$ cat src/rtl/key_pkg.sv
// -----------------------------------------------------------------------------
// key_pkg
// Shared definitions for the pushbutton conditioning front end.
//
// Contents:
//   key_state_t   - per-key debounce state (STABLE, QUALIFY)
//   CLK_HZ        - frequency of the system clock the keys are sampled on
//   ms_to_cycles  - converts a time in milliseconds into CLK_HZ cycles, used
//                   to derive the default debounce and repeat parameters
// -----------------------------------------------------------------------------
package key_pkg;

    typedef enum logic {
        STABLE,
        QUALIFY
    } key_state_t;

    localparam int unsigned CLK_HZ = 50000000;

    // Milliseconds to clock cycles at CLK_HZ. The CLK_HZ/1000 factor is exact
    // for the 50 MHz board clock, so no rounding is needed.
    function automatic int unsigned ms_to_cycles(input int unsigned ms);
        return (CLK_HZ / 1000) * ms;
    endfunction

endpackage

$ cat src/rtl/key_debounce_cell.sv
// -----------------------------------------------------------------------------
// key_debounce_cell
// Conditions a single pushbutton: two-flop synchronizer, STABLE/QUALIFY
// debounce FSM with a consecutive-stable-cycles counter, and registered
// one-cycle press/release strobes coincident with the level update.
//
// Build option: KEY_AUTOREPEAT_EN adds a hold counter that re-issues the
// press strobe REPEAT_DELAY cycles after a press and then every
// REPEAT_PERIOD cycles while the key stays held.
//
// Ports:
//   clk            in   system clock
//   reset          in   synchronous, active-high reset
//   key_raw        in   raw pin, active-low, asynchronous to clk
//   key_level      out  debounced level, active-low (1 = released)
//   press_strobe   out  one-cycle pulse when a press is accepted (or repeats)
//   release_strobe out  one-cycle pulse when a release is accepted
// -----------------------------------------------------------------------------
module key_debounce_cell
    import key_pkg::*;
#(
    parameter int unsigned DEBOUNCE_CYCLES = ms_to_cycles(20)
`ifdef KEY_AUTOREPEAT_EN
    ,
    parameter int unsigned REPEAT_DELAY    = ms_to_cycles(500),
    parameter int unsigned REPEAT_PERIOD   = ms_to_cycles(100)
`endif
) (
    input  logic clk,
    input  logic reset,
    input  logic key_raw,
    output logic key_level,
    output logic press_strobe,
    output logic release_strobe
);

    // The counter only ever reaches DEBOUNCE_CYCLES-1 before it is cleared,
    // so clog2(DEBOUNCE_CYCLES) bits are enough and it can never wrap.
    localparam int unsigned CNT_W = $clog2(DEBOUNCE_CYCLES);
    localparam logic [CNT_W-1:0] CNT_LAST = CNT_W'(DEBOUNCE_CYCLES - 1);
    localparam logic [CNT_W-1:0] CNT_ONE  = CNT_W'(1);

    logic             sync_meta;
    logic             sync_sample;
    key_state_t       state;
    key_state_t       state_next;
    logic [CNT_W-1:0] cnt;
    logic [CNT_W-1:0] cnt_next;
    logic             level_next;
    logic             press_next;
    logic             release_next;
    logic             press_d;

    // Synchronizer, debounce state and registered outputs. Reset parks the
    // chain at "released" so that no strobe can be generated out of reset
    // until a real low level has been sampled for the full qualify window.
    always_ff @(posedge clk) begin
        if (reset) begin
            sync_meta      <= 1'b1;
            sync_sample    <= 1'b1;
            state          <= STABLE;
            cnt            <= '0;
            key_level      <= 1'b1;
            press_strobe   <= 1'b0;
            release_strobe <= 1'b0;
        end else begin
            sync_meta      <= key_raw;
            sync_sample    <= sync_meta;
            state          <= state_next;
            cnt            <= cnt_next;
            key_level      <= level_next;
            press_strobe   <= press_d;
            release_strobe <= release_next;
        end
    end

    // Debounce FSM. A differing sample opens a qualify window with the count
    // already at 1; any sample that matches the current level during the
    // window is treated as bounce and abandons it. The decision in the final
    // cycle uses that cycle's sample, so a glitch landing there cannot slip
    // through. Press and release strobes are derived from the accepted level
    // and therefore are mutually exclusive by construction.
    always_comb begin
        state_next   = state;
        cnt_next     = cnt;
        level_next   = key_level;
        press_next   = 1'b0;
        release_next = 1'b0;
        case (state)
            STABLE: begin
                if (sync_sample != key_level) begin
                    state_next = QUALIFY;
                    cnt_next   = CNT_ONE;
                end else begin
                    cnt_next   = '0;
                end
            end
            QUALIFY: begin
                if (sync_sample == key_level) begin
                    state_next = STABLE;
                    cnt_next   = '0;
                end else if (cnt == CNT_LAST) begin
                    state_next   = STABLE;
                    cnt_next     = '0;
                    level_next   = sync_sample;
                    press_next   = ~sync_sample;
                    release_next = sync_sample;
                end else begin
                    cnt_next   = cnt + CNT_ONE;
                end
            end
            default: begin
                state_next = STABLE;
                cnt_next   = '0;
            end
        endcase
    end

`ifdef KEY_AUTOREPEAT_EN
    localparam int unsigned HOLD_MAX = (REPEAT_DELAY > REPEAT_PERIOD) ? REPEAT_DELAY : REPEAT_PERIOD;
    localparam int unsigned HOLD_W   = (HOLD_MAX > 1) ? $clog2(HOLD_MAX) : 1;
    localparam logic [HOLD_W-1:0] DELAY_LAST  = HOLD_W'(REPEAT_DELAY - 1);
    localparam logic [HOLD_W-1:0] PERIOD_LAST = HOLD_W'(REPEAT_PERIOD - 1);
    localparam logic [HOLD_W-1:0] HOLD_ONE    = HOLD_W'(1);

    logic              repeating;
    logic              repeating_next;
    logic [HOLD_W-1:0] hold_cnt;
    logic [HOLD_W-1:0] hold_cnt_next;
    logic              repeat_fire;

    // Hold counter state. It sits at zero while the key is released, so the
    // first counted cycle is the one right after the accepted press.
    always_ff @(posedge clk) begin
        if (reset) begin
            hold_cnt  <= '0;
            repeating <= 1'b0;
        end else begin
            hold_cnt  <= hold_cnt_next;
            repeating <= repeating_next;
        end
    end

    // Auto-repeat timing. The counter only advances while the key is held
    // and the cell is settled in STABLE; it pauses while a release is being
    // qualified, which keeps repeat strobes away from the release strobe.
    // The first interval is REPEAT_DELAY, every later one REPEAT_PERIOD.
    always_comb begin
        hold_cnt_next  = hold_cnt;
        repeating_next = repeating;
        repeat_fire    = 1'b0;
        if (key_level) begin
            hold_cnt_next  = '0;
            repeating_next = 1'b0;
        end else if (state == STABLE) begin
            if ((!repeating && hold_cnt == DELAY_LAST) ||
                ( repeating && hold_cnt == PERIOD_LAST)) begin
                repeat_fire    = 1'b1;
                hold_cnt_next  = '0;
                repeating_next = 1'b1;
            end else begin
                hold_cnt_next  = hold_cnt + HOLD_ONE;
            end
        end
    end

    // A repeat can only fire while the level is already low, and an accepted
    // press only while it is still high, so the two never overlap.
    assign press_d = press_next | repeat_fire;
`else
    assign press_d = press_next;
`endif

endmodule

$ cat src/rtl/key_conditioner.sv
// -----------------------------------------------------------------------------
// key_conditioner
// Pushbutton front end for the DE-board KEY pins. Each key is synchronized
// into iCLK_50 and debounced independently by its own key_debounce_cell,
// giving a clean active-low level plus one-cycle press/release strobes.
//
// Build option: KEY_AUTOREPEAT_EN enables auto-repeat press strobes while a
// key is held (REPEAT_DELAY / REPEAT_PERIOD exist only in that build).
//
// Ports:
//   iCLK_50   in   [1]         system clock, 50 MHz
//   Reset     in   [1]         synchronous, active-high reset
//   iKEY_RAW  in   [NUM_KEYS]  raw pushbutton pins, active-low, asynchronous
//   oKEY      out  [NUM_KEYS]  debounced level, active-low (1 = released)
//   oPress    out  [NUM_KEYS]  one-cycle strobe on accepted press
//   oRelease  out  [NUM_KEYS]  one-cycle strobe on accepted release
// -----------------------------------------------------------------------------
module key_conditioner
    import key_pkg::*;
#(
    parameter int unsigned NUM_KEYS        = 4,
    parameter int unsigned DEBOUNCE_CYCLES = ms_to_cycles(20)
`ifdef KEY_AUTOREPEAT_EN
    ,
    parameter int unsigned REPEAT_DELAY    = ms_to_cycles(500),
    parameter int unsigned REPEAT_PERIOD   = ms_to_cycles(100)
`endif
) (
    input  logic                iCLK_50,
    input  logic                Reset,
    input  logic [NUM_KEYS-1:0] iKEY_RAW,
    output logic [NUM_KEYS-1:0] oKEY,
    output logic [NUM_KEYS-1:0] oPress,
    output logic [NUM_KEYS-1:0] oRelease
);

    // One fully independent cell per key; keys changing together each
    // qualify on their own and can strobe in the same cycle.
    for (genvar k = 0; k < NUM_KEYS; k++) begin : g_key
        key_debounce_cell #(
            .DEBOUNCE_CYCLES (DEBOUNCE_CYCLES)
`ifdef KEY_AUTOREPEAT_EN
            ,
            .REPEAT_DELAY    (REPEAT_DELAY),
            .REPEAT_PERIOD   (REPEAT_PERIOD)
`endif
        ) u_cell (
            .clk            (iCLK_50),
            .reset          (Reset),
            .key_raw        (iKEY_RAW[k]),
            .key_level      (oKEY[k]),
            .press_strobe   (oPress[k]),
            .release_strobe (oRelease[k])
        );
    end

endmodule

$ cat config.mk
export PLATFORM = sky130hd
export DESIGN_NAME = key_conditioner
export DESIGN_NICKNAME = d
export VERILOG_FILES = /design/src/rtl/key_pkg.sv /design/src/rtl/key_debounce_cell.sv /design/src/rtl/key_conditioner.sv
export SDC_FILE = /design/constraint.sdc
export NUM_CORES = 1
export LEC_CHECK = 0
export BUFFER_PORTS_ARGS = -buffer_cell sky130_fd_sc_hd__buf_2
export CORE_MARGIN = 1.5
export CORE_UTILIZATION = 25
export DETAILED_ROUTE_END_ITERATION = 8
export GPL_TIMING_DRIVEN = 0
export PLACE_DENSITY_LB_ADDON = 0.08
export SYNTH_ARGS = -nofsm -noshare
export SYNTH_HDL_FRONTEND = slang
export SYNTH_SLANG_ARGS = --single-unit
$ cat constraint.sdc
create_clock -name iCLK_50 -period 1.8 [get_ports iCLK_50]
set_input_delay 0.09 -clock iCLK_50 [delete_from_list [all_inputs] [get_ports iCLK_50]]
set_output_delay 0.09 -clock iCLK_50 [all_outputs]
set_load 0.01 [all_outputs]
Word level (Yosys, flattened, before mapping)

Index checks and enable logic that the tools add are counted.

Flip-flop bits (word level): 104
Logic and storage cells: 100
Output and inout bits: 12

Add/subtract/negate cells: 4
Reductions and logical operators: 8
Bitwise gates (word level): 16
Muxes and demuxes: 32
Equal/unequal tests: 12

Operator list:

| cell                    | count |
|---|---|
| $mux W20                | 8 |
| $pmux W20 S2            | 4 |
| $add A20 B1 Y20 const B | 4 |
| $eq A20 B20 Y1 const B  | 4 |
| $mux W1                 | 16 |
| $not A1 Y1              | 16 |
| $reduce_or A4 Y1        | 4 |
| $reduce_and A3 Y1       | 4 |
| $pmux W1 S2             | 4 |
| $eq A1 B1 Y1            | 4 |
| $ne A1 B1 Y1            | 4 |

Longest topological paths before layout

Word-level depth: 4
Depth in mapped cells: 7
Depth with buffers taken out: 5

By module

From an unflattened synthesis, not the netlist that was laid out.

Cells, all modules: 504
Area, all modules: 4446.8 um^2

Modules (own cells, without submodules):

| module                                   | times used | sequential area each (um^2) | area an instance (um^2) | cells an instance |
|---|---|---|---|---|
| key_debounce_cell at g_key[0].u_cell ... | 3          | 520.5                       | 1108.6                  | 126 |
| key_debounce_cell at g_key[3].u_cell     | 1          | 520.5                       | 1121.1                  | 126 |

Worst setup path after synthesis

OpenSTA, ideal clock, no wires.

Path type: register to register
From: reg g_key[3].u_cell.cnt[7]
To: reg g_key[3].u_cell.key_level
Data required time: 1734 ps
Path slack: -108 ps
Cell stages (with the launch flop): 5
Library setup time: 66 ps
Clock period less this slack: 1908 ps
Arrival time: 1842 ps
Path through: dfxtp_1 > or4b_1 > or4_4 > or3_4 > a21oi_2

Word-level cells in the longest chain between the ends: 2

Ends and longest elaborated chain:

| what                               | RTL line                 | source |
|---|---|---|
| from (decl)                        | key_debounce_cell.sv:47  | `logic [CNT_W-1:0] cnt;` |
| from (signal assigned)             | key_debounce_cell.sv:70  | `cnt <= cnt_next;` |
| $eq A20 B20 Y1                     | key_debounce_cell.sv:102 | `end else if (cnt == CNT_LAST) begin` |
| $reduce_and A3 Y1 (no source line) | --                       |  |
| to (signal assigned)               | key_debounce_cell.sv:71  | `key_level <= level_next;` |
| to (decl)                          | key_debounce_cell.sv:32  | `output logic key_level,` |

No other way between the ends.
A chain may end at the register's enable or synchronous reset.

Worst setup path in the final report

From: reg g_key[3].u_cell.cnt[8]
To: reg g_key[3].u_cell.key_level

The elaborated chain is that of the path after synthesis.

==> impl_metrics.yaml <==
sta:
  hold_viol: 0
  fin_hold_ws_ns: 0.170
  rsz0062_at_grt: "true"
  fin_crit_sh_pct: 109
  setup_viol_count_final: 26
  slew_violations: 0
  maxSlewHeadroom_pct: 68.4
  tns_ns: -2.73
  worst_pin_slew_ns: 0.474
  layout_min_cycle_time_ns: 1.97
  max_freq_mhz: 508
  final.setup_skew_ns: 0.00669
  worst_slack_ns: -0.169
drt:
  via_per_inst: 4.56
  drt_iter0_markers: 169
  drc_errors: 0
  drt-total-wl_um: 10200
  wl_per_cell_um: 12.9
  ant_nets: 0
  num_vias: 3603
  firstDrtPassIters: 4
job:
  max-cap-violations: 0
worst_setup_path:
  critical_path_arrival_ns: 2.25
  rr_endpoint: "g_key[3].u_cell.key_level"
  r2r_cells: 4
  worstSetupPathType: "flop to flop"
  crit_path_end_kind: "flop"
  required_ns: 2.08
  reg2reg_slack_ns: -0.17
  startpoint_type: "flop"
  crit_fanout: 3
  rr_startpoint: "g_key[3].u_cell.cnt[8]"
placement:
  port_buffers: 17
  dpl_worst_slack_ns: -0.653
  dp_hpwl_um: 6880
  gp_congestion: 0.740
  dp.cells: 751
synth:
  synth_compound_area_share_pct: 6.75
  async_reset_ff_share_pct: 0
  yosys.area_share.xor_xnor_pct: 11.2
  synthAdderAreaFrac_pct: 1.11
  syn_avg_cell_area_um2: 8.88
  syn-cell-area_um2: 4520
  synth-seq-area-share_pct: 46.0
  synthMuxAreaShare_pct: 0.221
  syn-num-nets: 519
  netlist_instances: 509
  synth_top_family_by_area: "simple AND/OR/NAND/NOR gates"
  ys_ff_latch: 104
  synth_edf_count: 0
  synth.distinct_cells: 49
  synth_ff_type: "dfxtp_1"
  synth_warnings: 0
  synth-simple-area-share_pct: 29.5
grt:
  grt_pass1_wl_um: 16700
  grt_use_total_pct: 11.5
  grt_start_max_net_pins: 16
  grt.overflow.total: 0
  antenna_found_initial: 0
  grt_pass1_vias: 3291
cells_and_area:
  fin_util_pct: 32.6
  area_growth_syn_to_layout_pct: 26.0
  mostFrequentLayoutCells: "dfxtp_1 (83), nor2_1 (61), xnor2_1 (42), buf_4 (32), inv_1 (24)"
  fillers: 1796
  fin_cells: 790
  nets: 571
  mostFrequentLayoutCell: "dfxtp_1"
  antenna_cells: 0
  drive_gt1_share_pct: 26.9
run_status:
  status: "complete, but fails checks"
  failed_checks: "setup timing"
floorplanning:
  io_pins: 18
  die_area_um2: 18900
  die_w_um: 137
  die_h_um: 137
  coreArea_um2: 17500
  start_util_pct: 25.9
  core.rowCount: 48
min_path:
  whs_path_depth: 3
  hold_path_class: "input port to flop"
  min_from: "Reset"
  holdPathEnd: "g_key[3].u_cell.press_strobe"
clock_network:
  clkTransAtPathRegs_ns: 0.07
  numCtsBuffers: 9
  clockBufferDepth: 2
  root_buffer: "clkbuf_16"
  clock_sinks: 104
  clk_latency_ns: 0.35
  h-tree-depth: 3
  cts_tree: "built"
power:
  p_leak_nw: 1.68
  max-vdd-ir-drop_v: 0.000448
  power.density_nw_per_um2: 736
## what timing repair did
item / CTS / global route
pin swaps: 11 / 18
endpoints found under the hold margin: 4 / 0
buffers inserted: 20 / 6
hold buffers: 4 / 0
gates cloned: 1 / 0
gates resized for setup: 41 / 48
endpoints found under the setup margin: 82 / 76
## metrics by stage
stage          instance area, um^2  total power, mW
2_1_floorplan                 4560             2.40
3_3_place_gp                  4920             2.42
3_5_place_dp                  4920             2.42
4_1_cts                       5520             4.29
5_1_grt                       5700             4.39
6_report                      5700             4.19
## where the power goes
| part | internal, mW | total [mW] | switching [mW] | leakage (nW) |
|---|---|---|---|---|
| Sequential | 2.30 | 2.32 | 0.0114 | 0.853 |
| Combinational | 0.0256 | 0.0485 | 0.0229 | 0.693 |
| Clock | 0.969 | 1.83 | 0.862 | 0.132 |
| Total | 3.30 | 4.19 | 0.896 | 1.68 |
## layout make-up
class | count | area [um^2] | area share (%)
multi-input cells | 356 | 2450 | 43.1
flip-flops and latches | 104 | 2120 | 37.3
repair buffers | 45 | 333 | 5.84
well taps | 225 | 282 | 4.94
clock buffers | 12 | 246 | 4.32
plain buffers | 21 | 151 | 2.66
inverters | 24 | 90.1 | 1.58
clock inverters | 3 | 18.8 | 0.329
## flip-flops by register name, summed over array words and instances (netlist names)
register and cells:
g_key.u_cell.cnt 80, g_key.u_cell.key_level 4, g_key.u_cell.press_strobe 4, g_key.u_cell.release_strobe 4
g_key.u_cell.state 4, g_key.u_cell.sync_meta 4, g_key.u_cell.sync_sample 4
## critical path: stages (launching register included)
cell and delay (ns):
dfxtp_4 0.34, or4b_1 0.51, or4_4 0.57, or3_4 0.36, a21oi_2 0.13
## Yosys cell counts (4+ instances only)
library cell	number	area share (%)
nand4_1	17	2.4
xnor2_1	42	8.1
nand2_1	22	1.8
clkbuf_1	9	0.75
and3_1	4	0.55
or2_2	11	1.5
a21oi_1	17	1.9
inv_1	24	2.0
buf_2	4	0.44
or4_1	8	1.3
nor3_1	16	1.8
nor2_1	73	6.1
or3_1	17	2.4
o21ai_0	14	1.5
xor2_1	16	3.1
ha_1	4	1.1
dfxtp_1	104	46
nor4_1	18	2.5
buf_4	12	2.0
nand3_1	27	3.0
## worst max path at each step
stage | cells past startpoint | to | from
after floorplan | 4 | g_key[3].u_cell.key_level | g_key[3].u_cell.cnt[14]
after global placement | 5 | g_key[0].u_cell.cnt[10] | g_key[0].u_cell.cnt[0]
after detailed placement | 5 | g_key[0].u_cell.cnt[5] | g_key[0].u_cell.cnt[0]
after CTS | 4 | g_key[3].u_cell.key_level | g_key[3].u_cell.cnt[7]
after global routing | 4 | g_key[3].u_cell.key_level | g_key[3].u_cell.cnt[8]
final | 4 | g_key[3].u_cell.key_level | g_key[3].u_cell.cnt[8]
## per-layer routing
metal,up-vias,global-route usage (%),routed length (um)
met3,8,3.50,292
met1,1678,15.3,5060
met5,-,0,0
li1,1880,-,-
met2,37,17.9,4740
met4,0,3.51,129
## cells by family after synthesis
group	after synthesis
adders and majority gates	4
xor gates and xnor gates	58
and+or+nand+nor	244
AOI/OAI and AO/OA	49
DFF	104
muxes	1
buffers and inverters	49
Note: power is estimated with default switching activity, not from simulation.
